### src/rtl/uart_bus_pkg.sv
// Shared command codes, reply defaults and FSM encoding for the
// UART-to-bus bridge.
`timescale 1ns/1ps
package uart_bus_pkg;

  localparam logic [7:0] CMD_WR   = 8'h57;
  localparam logic [7:0] CMD_RD   = 8'h52;
  localparam logic [7:0] CMD_IOWR = 8'h4F;
  localparam logic [7:0] CMD_IORD = 8'h49;
  localparam logic [7:0] ACK_DEF  = 8'h06;
  localparam logic [7:0] NAK_DEF  = 8'h15;

  typedef enum logic [2:0] {
    S_IDLE,
    S_ADDR2,
    S_ADDR1,
    S_ADDR0,
    S_DATA,
    S_BUS,
    S_RDWAIT,
    S_REPLY
  } state_e;

endpackage

### src/rtl/uart_bus_master_if.sv
// Byte-stream and bus signals of the UART bus master, grouped so the
// parent wires uartRx, uartTx and the bus arbiter through one bundle.
`timescale 1ns/1ps
interface uart_bus_master_if;
  logic [7:0]  iRxData;
  logic        iRxValid;
  logic [7:0]  oTxData;
  logic        oTxStart;
  logic        iTxReady;
  logic [19:0] oAddr;
  logic        oWr;
  logic        oRd;
  logic [7:0]  oWrData;
  logic        oIo;
  logic        iGnt;
  logic [7:0]  iRdData;
  logic        oErr;

  modport master (
    input  iRxData, iRxValid, iTxReady, iGnt, iRdData,
    output oTxData, oTxStart, oAddr, oWr, oRd, oWrData, oIo, oErr
  );

  modport slave (
    output iRxData, iRxValid, iTxReady, iGnt, iRdData,
    input  oTxData, oTxStart, oAddr, oWr, oRd, oWrData, oIo, oErr
  );
endinterface

### src/rtl/uart_bus_master.sv
// UART command bridge: 'W'/'R' frames become one bus cycle plus a reply.
// Define UART_BUS_MASTER_IO_EN to also accept 'O'/'I' I/O-space frames.
`timescale 1ns/1ps
module uart_bus_master
  import uart_bus_pkg::*;
#(
  parameter int unsigned TIMEOUT = 500000,
  parameter logic [7:0]  ACK     = ACK_DEF,
  parameter logic [7:0]  NAK     = NAK_DEF
) (
  input logic iClk,
  input logic iRstN,
  uart_bus_master_if.master bus
);

  localparam logic [23:0] TO_LAST = 24'(TIMEOUT - 1);

  state_e      state_q, state_d;
  logic [19:0] addr_q, addr_d;
  logic [7:0]  wdata_q, wdata_d;
  logic [7:0]  reply_q, reply_d;
  logic [23:0] cnt_q, cnt_d;
  logic        wr_cmd_q, wr_cmd_d;
  logic        io_cmd_q, io_cmd_d;
  logic        wr_q, wr_d;
  logic        rd_q, rd_d;
  logic        io_q, io_d;
  logic        tx_start_q, tx_start_d;
  logic [7:0]  tx_data_q, tx_data_d;
  logic        err_q, err_d;
  logic [1:0]  sync_q;
  logic        rst_ok;

  assign rst_ok       = sync_q[1];
  assign bus.oAddr    = addr_q;
  assign bus.oWrData  = wdata_q;
  assign bus.oWr      = wr_q;
  assign bus.oRd      = rd_q;
  assign bus.oIo      = io_q;
  assign bus.oTxStart = tx_start_q;
  assign bus.oTxData  = tx_data_q;
  assign bus.oErr     = err_q;

  always_comb begin
    state_d    = state_q;
    addr_d     = addr_q;
    wdata_d    = wdata_q;
    reply_d    = reply_q;
    cnt_d      = cnt_q;
    wr_cmd_d   = wr_cmd_q;
    io_cmd_d   = io_cmd_q;
    wr_d       = wr_q;
    rd_d       = rd_q;
    io_d       = io_q;
    tx_start_d = 1'b0;
    tx_data_d  = tx_data_q;
    err_d      = 1'b0;
    unique case (state_q)
      S_IDLE: begin
        cnt_d = '0;
        if (bus.iRxValid && rst_ok) begin
          addr_d = '0;
          unique case (1'b1)
            (bus.iRxData == CMD_WR),
            (bus.iRxData == CMD_RD): begin
              state_d  = S_ADDR2;
              wr_cmd_d = (bus.iRxData == CMD_WR);
              io_cmd_d = 1'b0;
            end
`ifdef UART_BUS_MASTER_IO_EN
            (bus.iRxData == CMD_IOWR),
            (bus.iRxData == CMD_IORD): begin
              state_d  = S_ADDR1;
              wr_cmd_d = (bus.iRxData == CMD_IOWR);
              io_cmd_d = 1'b1;
            end
`endif
            default: begin
              state_d = S_REPLY;
              reply_d = NAK;
            end
          endcase
        end
      end
      S_ADDR2, S_ADDR1, S_ADDR0, S_DATA: begin
        // an arriving byte beats a same-cycle timeout
        if (bus.iRxValid) begin
          cnt_d = '0;
          unique case (state_q)
            S_ADDR2: begin
              addr_d[19:16] = bus.iRxData[3:0];
              state_d       = S_ADDR1;
            end
            S_ADDR1: begin
              addr_d[15:8] = bus.iRxData;
              state_d      = S_ADDR0;
            end
            S_ADDR0: begin
              addr_d[7:0] = bus.iRxData;
              if (wr_cmd_q) begin
                state_d = S_DATA;
              end else begin
                state_d = S_BUS;
                rd_d    = 1'b1;
                io_d    = io_cmd_q;
              end
            end
            default: begin
              wdata_d = bus.iRxData;
              state_d = S_BUS;
              wr_d    = 1'b1;
              io_d    = io_cmd_q;
            end
          endcase
        end else if (cnt_q == TO_LAST) begin
          state_d = S_IDLE;
          err_d   = 1'b1;
          cnt_d   = '0;
        end else begin
          cnt_d = cnt_q + 24'd1;
        end
      end
      S_BUS: begin
        err_d = bus.iRxValid;
        if (bus.iGnt) begin
          wr_d = 1'b0;
          rd_d = 1'b0;
          io_d = 1'b0;
          if (wr_cmd_q) begin
            state_d = S_REPLY;
            reply_d = ACK;
          end else begin
            state_d = S_RDWAIT;
          end
        end
      end
      S_RDWAIT: begin
        err_d   = bus.iRxValid;
        reply_d = bus.iRdData;
        state_d = S_REPLY;
      end
      S_REPLY: begin
        err_d = bus.iRxValid;
      end
      default: state_d = S_IDLE;
    endcase
    // send straight away when the transmitter is free
    if (state_d == S_REPLY && bus.iTxReady) begin
      tx_start_d = 1'b1;
      tx_data_d  = reply_d;
      state_d    = S_IDLE;
    end
  end

  always_ff @(posedge iClk or negedge iRstN) begin
    if (!iRstN) begin
      sync_q <= 2'b00;
    end else begin
      sync_q <= {sync_q[0], 1'b1};
    end
  end

  always_ff @(posedge iClk or negedge iRstN) begin
    if (!iRstN) begin
      state_q    <= S_IDLE;
      addr_q     <= '0;
      wdata_q    <= '0;
      reply_q    <= '0;
      cnt_q      <= '0;
      wr_cmd_q   <= 1'b0;
      io_cmd_q   <= 1'b0;
      wr_q       <= 1'b0;
      rd_q       <= 1'b0;
      io_q       <= 1'b0;
      tx_start_q <= 1'b0;
      tx_data_q  <= '0;
      err_q      <= 1'b0;
    end else begin
      state_q    <= state_d;
      addr_q     <= addr_d;
      wdata_q    <= wdata_d;
      reply_q    <= reply_d;
      cnt_q      <= cnt_d;
      wr_cmd_q   <= wr_cmd_d;
      io_cmd_q   <= io_cmd_d;
      wr_q       <= wr_d;
      rd_q       <= rd_d;
      io_q       <= io_d;
      tx_start_q <= tx_start_d;
      tx_data_q  <= tx_data_d;
      err_q      <= err_d;
    end
  end

endmodule
### src/flat_wrapper.sv
// flat-port wrapper written by rule: the top's interface ports become plain ports
module uart_bus_master_flat import uart_bus_pkg::*;
#(
  parameter int unsigned TIMEOUT = 500000,
  parameter logic [7:0]  ACK     = ACK_DEF,
  parameter logic [7:0]  NAK     = NAK_DEF
)
  (iClk, iRstN, bus_iRxData, bus_iRxValid, bus_iTxReady, bus_iGnt, bus_iRdData, bus_oTxData, bus_oTxStart, bus_oAddr, bus_oWr, bus_oRd, bus_oWrData, bus_oIo, bus_oErr);
  uart_bus_master_if bus_i ();
  input logic iClk;
  input logic iRstN;
  input wire logic [$bits(bus_i.iRxData)-1:0] bus_iRxData;
  input wire logic [$bits(bus_i.iRxValid)-1:0] bus_iRxValid;
  input wire logic [$bits(bus_i.iTxReady)-1:0] bus_iTxReady;
  input wire logic [$bits(bus_i.iGnt)-1:0] bus_iGnt;
  input wire logic [$bits(bus_i.iRdData)-1:0] bus_iRdData;
  output wire logic [$bits(bus_i.oTxData)-1:0] bus_oTxData;
  output wire logic [$bits(bus_i.oTxStart)-1:0] bus_oTxStart;
  output wire logic [$bits(bus_i.oAddr)-1:0] bus_oAddr;
  output wire logic [$bits(bus_i.oWr)-1:0] bus_oWr;
  output wire logic [$bits(bus_i.oRd)-1:0] bus_oRd;
  output wire logic [$bits(bus_i.oWrData)-1:0] bus_oWrData;
  output wire logic [$bits(bus_i.oIo)-1:0] bus_oIo;
  output wire logic [$bits(bus_i.oErr)-1:0] bus_oErr;
  assign bus_i.iRxData = bus_iRxData;
  assign bus_i.iRxValid = bus_iRxValid;
  assign bus_i.iTxReady = bus_iTxReady;
  assign bus_i.iGnt = bus_iGnt;
  assign bus_i.iRdData = bus_iRdData;
  assign bus_oTxData = bus_i.oTxData;
  assign bus_oTxStart = bus_i.oTxStart;
  assign bus_oAddr = bus_i.oAddr;
  assign bus_oWr = bus_i.oWr;
  assign bus_oRd = bus_i.oRd;
  assign bus_oWrData = bus_i.oWrData;
  assign bus_oIo = bus_i.oIo;
  assign bus_oErr = bus_i.oErr;
  uart_bus_master #(.TIMEOUT(TIMEOUT), .ACK(ACK), .NAK(NAK)) u_core (.iClk(iClk), .iRstN(iRstN), .bus(bus_i));
endmodule
### config.mk
export PLATFORM = sky130hd
export DESIGN_NAME = uart_bus_master_flat
export DESIGN_NICKNAME = d
export VERILOG_FILES = /design/src/rtl/uart_bus_pkg.sv /design/src/rtl/uart_bus_master_if.sv /design/src/rtl/uart_bus_master.sv /design/src/flat_wrapper.sv
export SDC_FILE = /design/constraint.sdc
export NUM_CORES = 1
export LEC_CHECK = 0
export CORE_ASPECT_RATIO = 1.75
export CORE_MARGIN = 5
export CORE_UTILIZATION = 48
export DETAILED_ROUTE_END_ITERATION = 10
export PLACE_DENSITY_LB_ADDON = 0.15
export RECOVER_POWER = 25
export SLEW_MARGIN = 20
export SYNTH_ARGS = -nofsm -noshare
export SYNTH_HDL_FRONTEND = slang
export SYNTH_SLANG_ARGS = --single-unit
### constraint.sdc
create_clock -name iClk -period 2.4 [get_ports iClk]
set_clock_uncertainty 0.05 [all_clocks]
set_input_delay 0.36 -clock iClk [delete_from_list [all_inputs] [get_ports iClk]]
set_output_delay 0.36 -clock iClk [all_outputs]
set_load 0.01 [all_outputs]
==> run summary <==
RUN STATUS
--------------------------------------------------------------------------------
Outcome                                                                completed

STA
--------------------------------------------------------------------------------
Total count of hold-check failures in the final report                         0
Worst slew margin relative to its limit                                    36.6%
Post-route worst setup slack                                           0.0144 ns
Total negative slack                                                        0 ns
Setup violations, final                                                        0
Final number of max-transition violations                                      0
Minimum clock period after layout                                        2.39 ns
RSZ-0062 raised after global routing                                        true
Maximum frequency from static timing analysis                            419 MHz
Slew @ Worst Pin                                                        0.951 ns
Final worst-path cycle share                                               99.4%

CRITICAL PATH
--------------------------------------------------------------------------------
Crit path max fanout                                                           5
Startpoint Class                                                       flip-flop
Crit Reg-Reg Endpoint                                               u_core.cnt_q[11]
Number of cells traversed by the worst register-to-register path               9
Slack of the worst reg-to-reg path                                       0.01 ns
Critical path arrival                                                    2.55 ns
Startpoint of the most critical register-to-register path           u_core.cnt_q[11]
Worst setup EP type                                                    flip-flop
Startpoint-to-endpoint class of the critical path                   flip-flop to flip-flop
Worst endpoint required time                                             2.57 ns

PLACED DESIGN
--------------------------------------------------------------------------------
Count of input and output buffers                                             60
Final HPWL from detailed placement                                       6.20 mm
Placed instance area                                                0.00458 sq mm
Final GP Congestion                                                        0.872
Dpl ws                                                                 -0.315 ns

ROUTING
--------------------------------------------------------------------------------
Vias per cell                                                               5.34
Metal-1 WL                                                               3.33 mm
Highest layer used for signal routing                                       met4
Avg WL per Cell                                                          15.8 um
Length of routed met2 wiring                                             4.83 mm
Met3 routed WL                                                            433 um
Vias post-DR                                                                2974
Initial detailed-routing violation count                                     118
Length of the first detailed-routing pass in iterations                        5
Total routed wirelength                                                  8.80 mm
Antenna Nets Post-Route                                                        0
DR DRC count                                                                   0

SYNTH
--------------------------------------------------------------------------------
Top cell type by total area after synthesis                         sky130_fd_sc_hd__dfrtp_1
Cell count after synthesis                                                   358
Netlist Area Pre-Place                                              0.00361 sq mm
Sequential share of the synthesized area                                   54.1%
Synthesized net count                                                        380
Top FF cell, synth                                                  sky130_fd_sc_hd__dfrtp_1
Area fraction of the dominant cell type after synthesis                    54.1%
Top post-synthesis cells by count                                   sky130_fd_sc_hd__dfrtp_1, sky130_fd_sc_hd__nand2_1, sky130_fd_sc_hd__nor2_1
Most common cell in the synthesized netlist                         sky130_fd_sc_hd__dfrtp_1
#FFs+latches synth                                                            78
Number of flops mapped to enable cells by yosys                                0
Count of synthesis-stage warnings from yosys                                   0
Synth Area per Inst                                                   10.1 sq um
Number of distinct library cells after synthesis                              48
Share of synthesized flip-flops with an asynchronous set or reset           100%
Ranking of synthesized cells by area                                sky130_fd_sc_hd__dfrtp_1, sky130_fd_sc_hd__mux2_2, sky130_fd_sc_hd__o21ai_0

GLOBAL ROUTE
--------------------------------------------------------------------------------
All-Layer GR Usage                                                         19.5%
Final global-route overflow total                                              0
First-pass GRT wire length                                               14.1 mm
Initial antenna violation count                                                0
Vias in the first global route                                              3002
Largest net degree at the start of global routing                             41

FLOORPLANNING
--------------------------------------------------------------------------------
Area of the die                                                     0.00942 sq mm
Site row count                                                                42
Chip Height                                                               125 um
Starting Density                                                           48.3%
Core region area                                                    0.00746 sq mm
IO Count                                                                      62
Die W                                                                    75.5 um

CLOCK NETWORK
--------------------------------------------------------------------------------
Worst skew pair latency                                                  0.33 ns
Clock tree from TritonCTS                                                   done
Clock root cell                                                     sky130_fd_sc_hd__clkbuf_16
H-Tree Depth                                                                   3
Clk pin slew, worst setup/hold paths                                     0.05 ns
Total CTS buffers                                                              9
Clk sink count                                                                78
Maximum buffer depth of the clock tree                                         2

JOB
--------------------------------------------------------------------------------
Max-cap viol count                                                             0

PWR
--------------------------------------------------------------------------------
Leakage                                                                  2.16 nW
Power density over cell area                                        1130 mW/mm^2
PnR Total Power                                                        0.00574 W
Worst IR Drop VDD                                                       0.593 mV

WORST HOLD PATH
--------------------------------------------------------------------------------
Worst hold path cell count                                                     0
Hold WC Path Type                                                   flip-flop to flip-flop
Min-Delay Endpoint                                                  u_core.sync_q[1]
Hold_sp                                                             u_core.sync_q[0]

FINAL LAYOUT
--------------------------------------------------------------------------------
Synthesis-to-finish area growth                                            40.7%
Number of filler instances in the final layout                               620
Antenna diodes                                                                 0
Core utilization of the finished layout                                    68.0%
Post-route cell area                                                0.00508 sq mm
Fraction of layout cells with a size suffix above 1                        22.2%
Post-layout nets                                                             486

## state kept, by name, summed over array words and instances (netlist names), 2 cells and up
register / cells
u_core.bus.oTxData: 8
u_core.bus.oAddr: 20
u_core.state_q: 3
u_core.reply_q: 8
u_core.sync_q: 2
u_core.bus.oWrData: 8
u_core.cnt_q: 24
## final cells by class
type,instances,area (sq um),area share [%]
Clock buffer,16,282,5.55
Timing Repair Buffer,110,1020,20.1
Tap cell,88,110,2.17
Inverter,10,37.5,0.739
Sequential cell,78,1950,38.5
Multi-Input combinational cell,255,1670,33.0
## layer usage
layer,track usage (%),up-vias
met5,0,-
met1,22.9,1434
li1,-,1459
met2,33.0,65
met3,4.36,16
met4,7.83,0
## per-stage QoR
step	instances	hold WS, ns
4_1_cts	552	0.316
5_1_grt	557	0.321
3_5_place_dp	531	0.303
3_3_place_gp	531	0.293
2_1_floorplan	358	0.0144
6_report	557	0.309
## worst max path at each step
stage,startpoint,to,slack (ns),depth (start not counted)
6_report,u_core.cnt_q[11],u_core.cnt_q[11],0.01,9
5_1_grt,u_core.cnt_q[11],u_core.cnt_q[6],-0.07,9
4_1_cts,u_core.cnt_q[9],u_core.bus.oTxData[5],0.01,8
3_5_place_dp,bus_iRxData[5],u_core.bus.oTxData[6],-0.32,8
3_3_place_gp,bus_iRxData[0],u_core.bus.oTxData[0],-0.23,8
2_1_floorplan,u_core.cnt_q[0],u_core.bus.oTxData[0],0.03,7
## power by group
group	leakage [nW]	internal, W	switching (W)	total, W
clock network	0.137	0.000786	0.000477	0.00126
registers	1.01	0.00171	0.000214	0.00193
logic	1.01	0.00131	0.00124	0.00255
## cells by family after synthesis
kind of cell             Yosys count  synth area share [%]
AND/OR/NAND/NOR                  144                  19.4
flip-flops                        78                  54.1
AO/OA/AOI/OAI                     69                  12.3
buffers and inverters             25                  3.05
XOR/XNOR                          22                  5.34
multiplexers                      17                  5.27
other                              2                 0.208
adder cells (fa/ha/maj)            1                 0.347
## placed cells by master, fill, tap and decap left out, types with 3 or more instances in the layout
cell,count
sky130_fd_sc_hd__dfrtp_1,78
sky130_fd_sc_hd__clkdlybuf4s50_1,59
sky130_fd_sc_hd__nand2_1,43
sky130_fd_sc_hd__buf_4,41
sky130_fd_sc_hd__o21ai_0,33
sky130_fd_sc_hd__nor2_1,25
sky130_fd_sc_hd__nand3_1,17
sky130_fd_sc_hd__mux2_2,15
sky130_fd_sc_hd__xnor2_1,11
sky130_fd_sc_hd__inv_1,10
sky130_fd_sc_hd__xor2_1,10
sky130_fd_sc_hd__clkbuf_16,10
sky130_fd_sc_hd__nor3_1,9
sky130_fd_sc_hd__a21oi_1,9
sky130_fd_sc_hd__nand4_1,8
sky130_fd_sc_hd__nor2_4,7
sky130_fd_sc_hd__nand2b_1,6
sky130_fd_sc_hd__nor2_2,5
sky130_fd_sc_hd__buf_6,5
sky130_fd_sc_hd__and4_1,4
sky130_fd_sc_hd__a22o_1,4
sky130_fd_sc_hd__nor2b_1,4
sky130_fd_sc_hd__clkbuf_1,4
sky130_fd_sc_hd__and2_1,3
sky130_fd_sc_hd__nor4_1,3
sky130_fd_sc_hd__and3_1,3
sky130_fd_sc_hd__clkbuf_8,3
## timing repair
item	CTS	global route
pin swaps	2	18
cloned	0	2
endpoints found under the hold margin	38	0
endpoints found under the setup margin	18	29
hold buffers	1	0
resized for setup	3	31
buffers inserted	4	4
## worst max-delay path, cell delays in order, from the launching register on
cell,delay [ns]
sky130_fd_sc_hd__dfrtp_1,0.38
sky130_fd_sc_hd__or4b_4,0.56
sky130_fd_sc_hd__nor3b_2,0.20
sky130_fd_sc_hd__buf_4,0.16
sky130_fd_sc_hd__a31oi_4,0.10
sky130_fd_sc_hd__buf_6,0.15
sky130_fd_sc_hd__a211o_1,0.28
sky130_fd_sc_hd__o21ai_4,0.14
sky130_fd_sc_hd__clkbuf_16,0.21
sky130_fd_sc_hd__nor2_1,0.04
No activity file was read; power rests on OpenSTA's default activity.
